===== src/rtl/timer_irq_src_pkg.sv =====
// Shared constants and types for the memory-mapped down-counter timer.
// Register offsets, CTRL bit positions, mode codes and FSM state encoding.
package timer_irq_src_pkg;

    localparam logic [1:0] CTRL_OFF   = 2'd0;
    localparam logic [1:0] PRESET_OFF = 2'd1;
    localparam logic [1:0] COUNT_OFF  = 2'd2;

    localparam int EN_B     = 0;
    localparam int MODE_LSB = 1;
    localparam int IM_B     = 3;

    localparam logic [1:0] MODE_ONESHOT = 2'd0;
    localparam logic [1:0] MODE_AUTO    = 2'd1;

    typedef enum logic [1:0] {
        S_IDLE = 2'd0,
        S_LOAD = 2'd1,
        S_CNT  = 2'd2,
        S_INT  = 2'd3
    } state_e;

endpackage


===== src/rtl/timer_irq_src.sv =====
// Down-counter timer on the device bus; irq feeds one CP0 HWInt bit.
// Mode 0 holds irq until a CTRL/PRESET write, mode 1 pulses and auto-reloads.
module timer_irq_src
    import timer_irq_src_pkg::*;
#(
    parameter int CNT_W = 32
) (
    input  logic        clk,
    input  logic        reset,
    input  logic [1:0]  addr,
    input  logic        we,
    input  logic [31:0] wdata,
    output logic [31:0] rdata,
    output logic        irq,
    output logic [1:0]  dbg_state
);

    logic [3:0]       r_ctrl;
    logic [CNT_W-1:0] r_preset;
    logic [CNT_W-1:0] r_count;
    logic             r_flag;
    state_e           r_state;

    state_e           w_state_nxt;
    logic [CNT_W-1:0] w_count_nxt;
    logic             w_flag_set;
    logic             w_flag_clr_fsm;
    logic             w_en_clr;
    logic             w_wr_ctrl;
    logic             w_wr_preset;
    logic             w_en;
    logic             w_auto;

    // Bus protocol: single-cycle strobe, no handshake; a write takes effect on
    // the edge where we=1, reads are combinational from addr with no wait state.
    assign w_wr_ctrl   = we && (addr == CTRL_OFF);
    assign w_wr_preset = we && (addr == PRESET_OFF);
    assign w_en        = r_ctrl[EN_B];
    assign w_auto      = (r_ctrl[MODE_LSB +: 2] == MODE_AUTO);

    always_comb begin
        w_state_nxt    = r_state;
        w_count_nxt    = r_count;
        w_flag_set     = 1'b0;
        w_flag_clr_fsm = 1'b0;
        w_en_clr       = 1'b0;
        case (r_state)
            S_IDLE: begin
                if (w_en) begin
                    w_state_nxt = S_LOAD;
                end
            end
            S_LOAD: begin
                w_count_nxt = r_preset;
                w_state_nxt = S_CNT;
            end
            S_CNT: begin
                // COUNT <= 1 also covers PRESET = 0, which then behaves as 1.
                if (!w_en) begin
                    w_state_nxt = S_IDLE;
                end else if (r_count > CNT_W'(1)) begin
                    w_count_nxt = r_count - CNT_W'(1);
                end else begin
                    w_count_nxt = '0;
                    w_flag_set  = 1'b1;
                    w_state_nxt = S_INT;
                end
            end
            S_INT: begin
                if (w_auto) begin
                    w_flag_clr_fsm = 1'b1;
                end else begin
                    w_en_clr = 1'b1;
                end
                w_state_nxt = S_IDLE;
            end
            default: w_state_nxt = S_IDLE;
        endcase
    end

    always_ff @(posedge clk or negedge reset) begin
        if (!reset) begin
            r_state <= S_IDLE;
            r_count <= '0;
        end else begin
            r_state <= w_state_nxt;
            r_count <= w_count_nxt;
        end
    end

    // A bus write to CTRL overrides the one-shot EN clear in the same cycle.
    always_ff @(posedge clk or negedge reset) begin
        if (!reset) begin
            r_ctrl <= '0;
        end else if (w_wr_ctrl) begin
            r_ctrl <= wdata[3:0];
        end else if (w_en_clr) begin
            r_ctrl[EN_B] <= 1'b0;
        end
    end

    always_ff @(posedge clk or negedge reset) begin
        if (!reset) begin
            r_preset <= '0;
        end else if (w_wr_preset) begin
            r_preset <= wdata[CNT_W-1:0];
        end
    end

    // Expiry beats a software clear landing on the same edge.
    always_ff @(posedge clk or negedge reset) begin
        if (!reset) begin
            r_flag <= 1'b0;
        end else if (w_flag_set) begin
            r_flag <= 1'b1;
        end else if (w_wr_ctrl || w_wr_preset || w_flag_clr_fsm) begin
            r_flag <= 1'b0;
        end
    end

    always_comb begin
        rdata = '0;
        case (addr)
            CTRL_OFF:   rdata[3:0]       = r_ctrl;
            PRESET_OFF: rdata[CNT_W-1:0] = r_preset;
            COUNT_OFF:  rdata[CNT_W-1:0] = r_count;
            default:    rdata            = '0;
        endcase
    end

    assign irq       = r_flag & r_ctrl[IM_B];
    assign dbg_state = r_state;

endmodule

===== config.mk =====
export PLATFORM = sky130hd
export DESIGN_NAME = timer_irq_src
export DESIGN_NICKNAME = d
export VERILOG_FILES = /design/src/rtl/timer_irq_src_pkg.sv /design/src/rtl/timer_irq_src.sv
export SDC_FILE = /design/constraint.sdc
export NUM_CORES = 1
export LEC_CHECK = 0
export BUFFER_PORTS_ARGS = -buffer_cell sky130_fd_sc_hd__buf_4
export CORE_UTILIZATION = 40
export DETAILED_ROUTE_END_ITERATION = 10
export HOLD_SLACK_MARGIN = 0.05
export PLACE_DENSITY = 0.65
export REMOVE_ABC_BUFFERS = 1
export SYNTH_ARGS = -nofsm -noshare
export SYNTH_HDL_FRONTEND = slang
export SYNTH_SLANG_ARGS = --single-unit

===== constraint.sdc =====
create_clock -name clk -period 4.9 [get_ports clk]
set_input_delay 0.245 -clock clk [delete_from_list [all_inputs] [get_ports clk]]
set_output_delay 0.245 -clock clk [all_outputs]
set_load 0.02 [all_outputs]

* Yosys cells after proc, flatten, opt, wreduce, memory -nomap -nowiden
Cells that the tools add are included.
** Operators by class
- $add $sub $neg :: 1
- $lt $le $gt $ge :: 1
- Equal/unequal tests :: 9
- Multiplexer cells :: 20
- Bitwise operators :: 1
- Reductions and logical operators :: 11
** Operators with widths (count)
- 32-bit two-way mux :: 2
- 32-bit case mux with 2 select lines :: 1
- 28-bit case mux with 2 select lines :: 1
- 32-bit by 1-bit greater-than comparator with 1-bit output (second input constant) :: 1
- 32-bit by 1-bit subtractor with 32-bit output (second input constant) :: 1
- 4-bit case mux with 3 select lines :: 1
- 1-bit two-way mux :: 11
- 2-bit case mux with 4 select lines :: 1
- 2-bit by 1-bit == test with 1-bit output (second input constant) :: 3
- 2-bit == test (second input constant) :: 3
- 2-bit two-way mux :: 3
- 2-bit nonzero test :: 3
- 2-bit zero test :: 2
- 2-bit != test (second input constant) :: 2
- 2-bit AND reduction :: 2
- 3-bit != test (second input constant) :: 1
- 1-bit logical AND :: 2
- 1-bit logical OR :: 2
- 1-bit AND :: 1
** Storage, ports and cells
- Register bits :: 71
- Input port bits :: 37

* Depth between registers and ports, before layout
Gate-level depths: netlist of the first run.
- Depth after elaboration :: 6
- Gate-level depth with buffers :: 8

* Worst setup path after synthesis of the first run
Ideal clock, no wire load.
- Path type :: register -> register
- Start point :: register r_count[20]
- End point :: register r_count[9]
- Arrival :: 2.140 ns
- Path slack :: 2.619 ns
- Cell stages (with the launch flop) :: 9
- Buffers on the path :: 3
- Period minus slack after synthesis :: 2.281 ns
- Cell sequence :: dfrtp_1 > buf_6 > or4_1 > buf_2 > nor4b_4 > a31oi_1 > buf_2 > a22oi_1 > nand3_1
** Between the ends
- Word-level cells in the longest chain between the ends :: 4
** RTL lines
- start: declaration :: line timer_irq_src.sv:20 : logic [CNT_W-1:0] r_count;
- start signal: assignment :: line timer_irq_src.sv:87 : r_count <= w_count_nxt;
- 32-bit by 1-bit greater-than comparator with 1-bit output :: line timer_irq_src.sv:61 : end else if (r_count > CNT_W'(1)) begin
- 32-bit two-way mux :: line timer_irq_src.sv:61
- 32-bit two-way mux :: line timer_irq_src.sv:59 : if (!w_en) begin
- 32-bit case mux with 2 select lines :: line timer_irq_src.sv:47 : case (r_state)
Every way passes these cells. The select of a mux whose other input is x is not followed.
A chain may end at the register's enable or synchronous reset.

* Worst setup path after layout of the first run
- Start point :: register r_count[16]
- End point :: register r_count[23]
** Between the ends
- Word-level cells in the longest chain between the ends :: 4
** RTL lines (line)
- 32-bit by 1-bit subtractor with 32-bit output / 32-bit by 1-bit greater-than comparator with 1-bit output (equally long branches) :: timer_irq_src.sv:62, timer_irq_src.sv:61
- 32-bit two-way mux (*) :: timer_irq_src.sv:61
- 32-bit two-way mux (*) :: timer_irq_src.sv:59
- 32-bit case mux with 2 select lines (*) :: timer_irq_src.sv:47
Every way passes the cells marked *; elsewhere a longest branch is shown, timed or not. The select of a mux whose other input is x is not followed.

==> run metrics, run 1 <==
Synth area leaders dfrtp_1 43%, mux2_2 9.5%, a22oi_1 8.1%; design area between 4000 and 5000 um2; top-area cell type share of the netlist area 0.428; largest net degree at the start of global routing between 70 and 80; post-synthesis register bit count 71; ys flop type dfrtp_1; die area between 10000 and 15000 um2; status completed; Post-synth EDFFs 0; WS Path Type register to register; Max Fclk around 340 MHz; CP Capture Type register; Longest Clk Path Bufs 2; WP data arrival ~3.2 ns; R2R cell count 6; area of the multi-input gates between 2000 and 2500 um2; I/O pins 72; Synth Area per Inst 9.55 um2; GP Congestion ~0.94; CP bufs+invs 1; post-synthesis cell type count 41; Max stage delay on crit path roughly 0.64 ns; layout cell share with drive strength beyond 1 0.271; Slew @ Worst Pin 0.921 ns; # DRC 0; CP startpoint r_count[16]$_DFFE_PN0P_; Num CTS Buffers 9; max-slew violation count 0; RSZ-0062 raised after global routing no; Die H around 100 um; hold slack between 0.015 and 0.02 ns; Register Area 1780 um2; nets ~540; Avg Vias per Cell 5.88; IR drop worst, VDD 0.183 mV; core area 9910 um2; CTS tree done; Post-CTS Setup Inserts 0; post-synthesis compound-gate area fraction 0.195; post-CTS sizing 0; Placement Cell Area 4800 um2; crit-path leading delay family simple AND/OR/NAND/NOR gates; Initial Util 0.419; FILL cells between 900 and 1000; Vias 3713; Total GRT Usage 0.213; H-tree lvl count 3; P per Cell Area 497 nW/um2; FF-to-FF End r_count[23]$_DFFE_PN0P_; commonest non-fill, non-tap cell in the layout buf_4; vias in the first global route 3645; Area Overhead vs Synth 20.1%; initial DRC count 219; Post-Synth XOR/XNOR Area 0; Required @ worst endpoint 5.11 ns; Max Clock Skew slightly above 0.006 ns; clock root buffer clkbuf_8; CP max FO 19; Reg2Reg Setup Slack 1.95 ns; Mapped Cells 435; IO Port Bufs 71; CP max stage cell or4_1; CP cell instances or4_1 -> nor4_1 -> a31oi_2 -> buf_4 -> a32oi_1 -> o22ai_1; Synth Warn # 0; clk slew on worst S/H paths about 0.070 ns; dpl hpwl 7460 um; DRT antenna net count 0; CP startpoint kind register; first-pass GRT wire length 18600 um; die width around 100 um; drt total wl 11000 um; most frequent cells in the layout 79 x buf_4, 71 x dfrtp_1, 45 x a22oi_1; worst skew pair latency about 0.36 ns; Setup violations, final 0; DRT Pass-1 Iters 5; Hold WC Path Type input pin to async pin; synthesized-area fraction occupied by adder cells 0.0181; GR Overflow Total 0; Leakage Power 0.00208 uW; Tmin final between 2 and 3 ns; clock sinks 71; part of the cycle the worst path needs 0.602; antenna violations before repair 0; end point of the critical path r_count[23]$_DFFE_PN0P_; Setup TNS 0 ns; # Max-Cap Violations 0; mapped cell area 4150 um2; Post-synth ARST share 1.00; row cnt 36; largest family of logic cells by synthesized area simple AND/OR/NAND/NOR gates; Post-CTS Hold Buffers 0; R2R Path Start r_count[16]$_DFFE_PN0P_; register area share after synthesis 0.428; post-synth top area cell dfrtp_1; Hold Vio Cnt, Final 0; mux contribution to synthesized area 0.105; post-synthesis simple-gate area fraction 0.212; Ant. Diodes 0; instance count on the critical path 6; DR WL/cell 17.4 um; Relative slew margins 0.386
-- report_power, final --
part / internal (uW) / leakage (uW) / switching, uW
registers: 781 / 0.000854 / 272
clock network: 234 / 0.0000946 / 212
logic: 424 / 0.00113 / 556
total: 1440 / 0.00208 / 1040
-- worst min path at each step --
stage                     start                       end  slack, ns  depth (start not counted)
after floorplan           reset  dbg_state[0]$_DFFE_PN0P_      -0.05                          0
after global placement    reset  r_preset[19]$_DFFE_PN0P_       0.44                          1
after detailed placement  reset  r_preset[30]$_DFFE_PN0P_       0.44                          1
after CTS                 reset  r_preset[30]$_DFFE_PN0P_       0.06                          1
after global routing      reset  r_preset[30]$_DFFE_PN0P_        0.1                          1
final                     reset  r_preset[30]$_DFFE_PN0P_       0.02                          1
-- flip-flops by register name, summed over array words and instances (netlist names) --
register / count
r_ctrl: 4
r_flag: 1
dbg_state: 2
r_preset: 32
r_count: 32
-- cells by family (layout without fill, tap and decap cells) --
group	after synthesis	in the layout
and+or+nand+nor	161	161
AOI/OAI and AO/OA	114	114
DFF	71	71
buffers and inverters	44	108
muxes	39	39
adders and majority gates	6	6
-- worst reg2reg max path, delay by kind of cell, from the launching register on --
family / cells / cell delay [ns]
buf+inv: 1 / 0.35
simple gates: 2 / 1.22
flops: 1 / 0.45
compound gates: 3 / 0.79
-- metal layers --
metal,global-route usage,up-vias,share of wire
li1,-,1756,-
met1,0.301,1810,0.48
met2,0.321,130,0.45
met3,0.0351,17,0.049
met4,0.0918,0,0.019
met5,0,-,0
-- per-stage QoR --
step                std cells  total power [uW]  setup WS [ns]   util
finish                    632              2480           1.95  0.503
global route              632              2660           1.78  0.503
CTS                       632              2480           1.99  0.503
detailed placement        618              2030           2.00  0.485
global placement          618              2010           2.15  0.485
floorplan                 406              1660           1.92      -
-- cell type report --
| type | count | share of cell area |
|---|---|---|
| sequential | 71 | 0.356 |
| multi-input combinational | 320 | 0.443 |
| timing repair buffer | 79 | 0.119 |
| clock buffer | 14 | 0.0366 |
| tap | 133 | 0.0334 |
| inverter | 15 | 0.0113 |
-- cells in the mapped netlist (all sizes together), types with 4 or more instances --
master,instances
nor4,12
and3,4
dfrtp,71
or3,4
nor2,23
a21oi,20
nand2b,5
a222oi,4
nor3,5
inv,15
o21ai,8
nand3b,7
nor2b,30
clkbuf,21
o22ai,9
nand4,6
mux2,35
nand2,29
or4,4
nand3,23
buf,8
o211ai,6
ha,6
mux2i,4
a32oi,5
o311ai,7
a22oi,45
(Power assumes the default switching activity.)
==> inputs of run 2 (changes only) <==
- clock period: 4.9 -> 3.1 ns (I/O delays scaled with it)
==> run 2 against run 1 <==
  * Via count is 4.7% higher
  * Combinational power is 69% higher
  * Clock power is 71% higher
  * Highest routed layer unchanged
  * Non-clock buffer count is 43 higher
  * Cell count is 7.1% higher
==> run metrics, run 2 (synthesis results as in run 1) <==
met2 GRT Util 0.343; Slew @ Worst Pin 0.932 ns; hold slack around 0.19 ns; # DRC 0; most frequent cells in the layout 88 x buf_4, 71 x dfrtp_1, 45 x a22oi_1; Relative slew margins 0.379; max-slew violation count 0; fin cells between 600 and 700; Hold Crit Endpoint r_flag$_DFFE_PN0P_; Max Clock Skew 0.00919 ns; status completed; clock root buffer clkbuf_8; min-delay src we; GP Congestion 0.861; post-CTS sizing 0; drt total wl around 11000 um; part of the cycle the worst path needs 0.892; IR drop worst, VDD 0.335 mV; Max stage delay on crit path a little over 0.6 ns; Hold Vio Cnt, Final 0; DR WL/cell around 17 um; CP cell instances or4_1 -> nor4_1 -> a31oi_2 -> buf_4 -> a221oi_1 -> a21oi_1; Total GRT Usage 0.217; CP Capture Type register; Reg2Reg Setup Slack 0.34 ns; H-tree lvl count 3; WP data arrival 3.00 ns; Longest Clk Path Bufs 2; Die H between 100 and 150 um; Initial Util 0.419; initial DRC count between 200 and 300; antenna violations before repair 0; Setup TNS 0 ns; nets 582; CP bufs+invs 1; Hold Crit Depth 4; I/O pins 72; DRT antenna net count 0; largest net degree at the start of global routing just over 70; Setup violations, final 0; GR Overflow Total 0; core area 9910 um2; M3 GR Usage 0.0395; CP startpoint kind register; R2R Path Start r_count[16]$_DFFE_PN0P_; die area about 11000 um2; CP max FO 13; # Max-Cap Violations 0; Hold WC Path Type input pin to register; commonest non-fill, non-tap cell in the layout buf_4; RSZ-0062 raised after global routing no; die width slightly above 100 um; FF-to-FF End r_count[1]$_DFFE_PN0P_; Max Fclk 362 MHz; Leakage Power 0.00226 uW; crit-path leading delay family simple AND/OR/NAND/NOR gates; Avg Vias per Cell 5.74; WS Path Type register to register; biggest regs r_count x32, r_preset x32, r_ctrl x4; Num CTS Buffers 9; clock sinks 71; Place WS 0.412 ns; P per Cell Area 750 nW/um2; Tmin final 2.76 ns; dpl hpwl ~7700 um; IO Port Bufs 71; setup ws final between 0.3 and 0.4 ns; clk slew on worst S/H paths approximately 0.08 ns; R2R cell count 6; worst skew pair latency ~0.35 ns; vias in the first global route about 3800; Required @ worst endpoint ~3.3 ns; Ant. Diodes 0; first-pass GRT wire length 19000 um; CP max stage cell or4_1; M1 GR Usage 0.299; dpl cells between 600 and 700; CTS tree done; layout cell share with drive strength beyond 1 0.267; Area Overhead vs Synth 30.1%; DRT Pass-1 Iters 8; GRT Max-Usage Layer met2; row cnt 36; Vias 3886
[run 2: layout make-up]
cell class / instances / area, um2
Tap cell: 133 / 166
Sequential cell: 71 / 1780
Inverter: 15 / 56.3
Multi-Input combinational cell: 320 / 2200
Fill cell: 914 / 4510
Clock buffer: 11 / 141
Clock inverter: 5 / 57.6
Timing Repair Buffer: 122 / 1000
[run 2: layer usage]
metal  share of wire  vias up
met2            0.46      124
li1                -     1857
met5               0        -
met3           0.049       19
met4           0.016        0
met1            0.48     1886
[run 2: worst max-delay path by stage]
stage | from | end | slack [ns] | cells after the start
6_report | r_count[16]$_DFFE_PN0P_ | r_count[1]$_DFFE_PN0P_ | 0.34 | 6
2_1_floorplan | dbg_state[0]$_DFFE_PN0P_ | r_count[15]$_DFFE_PN0P_ | 0.12 | 5
3_3_place_gp | r_count[16]$_DFFE_PN0P_ | r_count[1]$_DFFE_PN0P_ | 0.53 | 6
3_5_place_dp | r_count[16]$_DFFE_PN0P_ | r_count[1]$_DFFE_PN0P_ | 0.41 | 6
5_1_grt | r_count[16]$_DFFE_PN0P_ | r_count[2]$_DFFE_PN0P_ | 0.19 | 6
4_1_cts | r_count[16]$_DFFE_PN0P_ | r_count[0]$_DFFE_PN0P_ | 0.37 | 6
[run 2: what timing repair did]
| action | CTS | global route |
|---|---|---|
| hold endpoints to repair | 107 | 0 |
| hold buffers | 34 | 0 |
| setup buffers | 0 | 0 |
[run 2: metrics by stage]
| step | area [um2] | total power, uW | util |
|---|---|---|---|
| after global routing | 5400 | 4340 | 0.545 |
| after detailed placement | 4860 | 3260 | 0.491 |
| after CTS | 5400 | 4060 | 0.545 |
| after global placement | 4860 | 3210 | 0.491 |
| after floorplan | 4030 | 2630 | - |
| final | 5400 | 4050 | 0.545 |
[run 2: worst min-delay path, cell delays in order]
cell and delay [ns]:
buf_4 0.10, o21ai_0 0.07, nand3_1 0.09, o21ai_0 0.08
[run 2: power breakdown]
group	internal (uW)	switching, uW
Sequential	1230	399
Clock	392	371
Combinational	740	917
Total	2370	1690
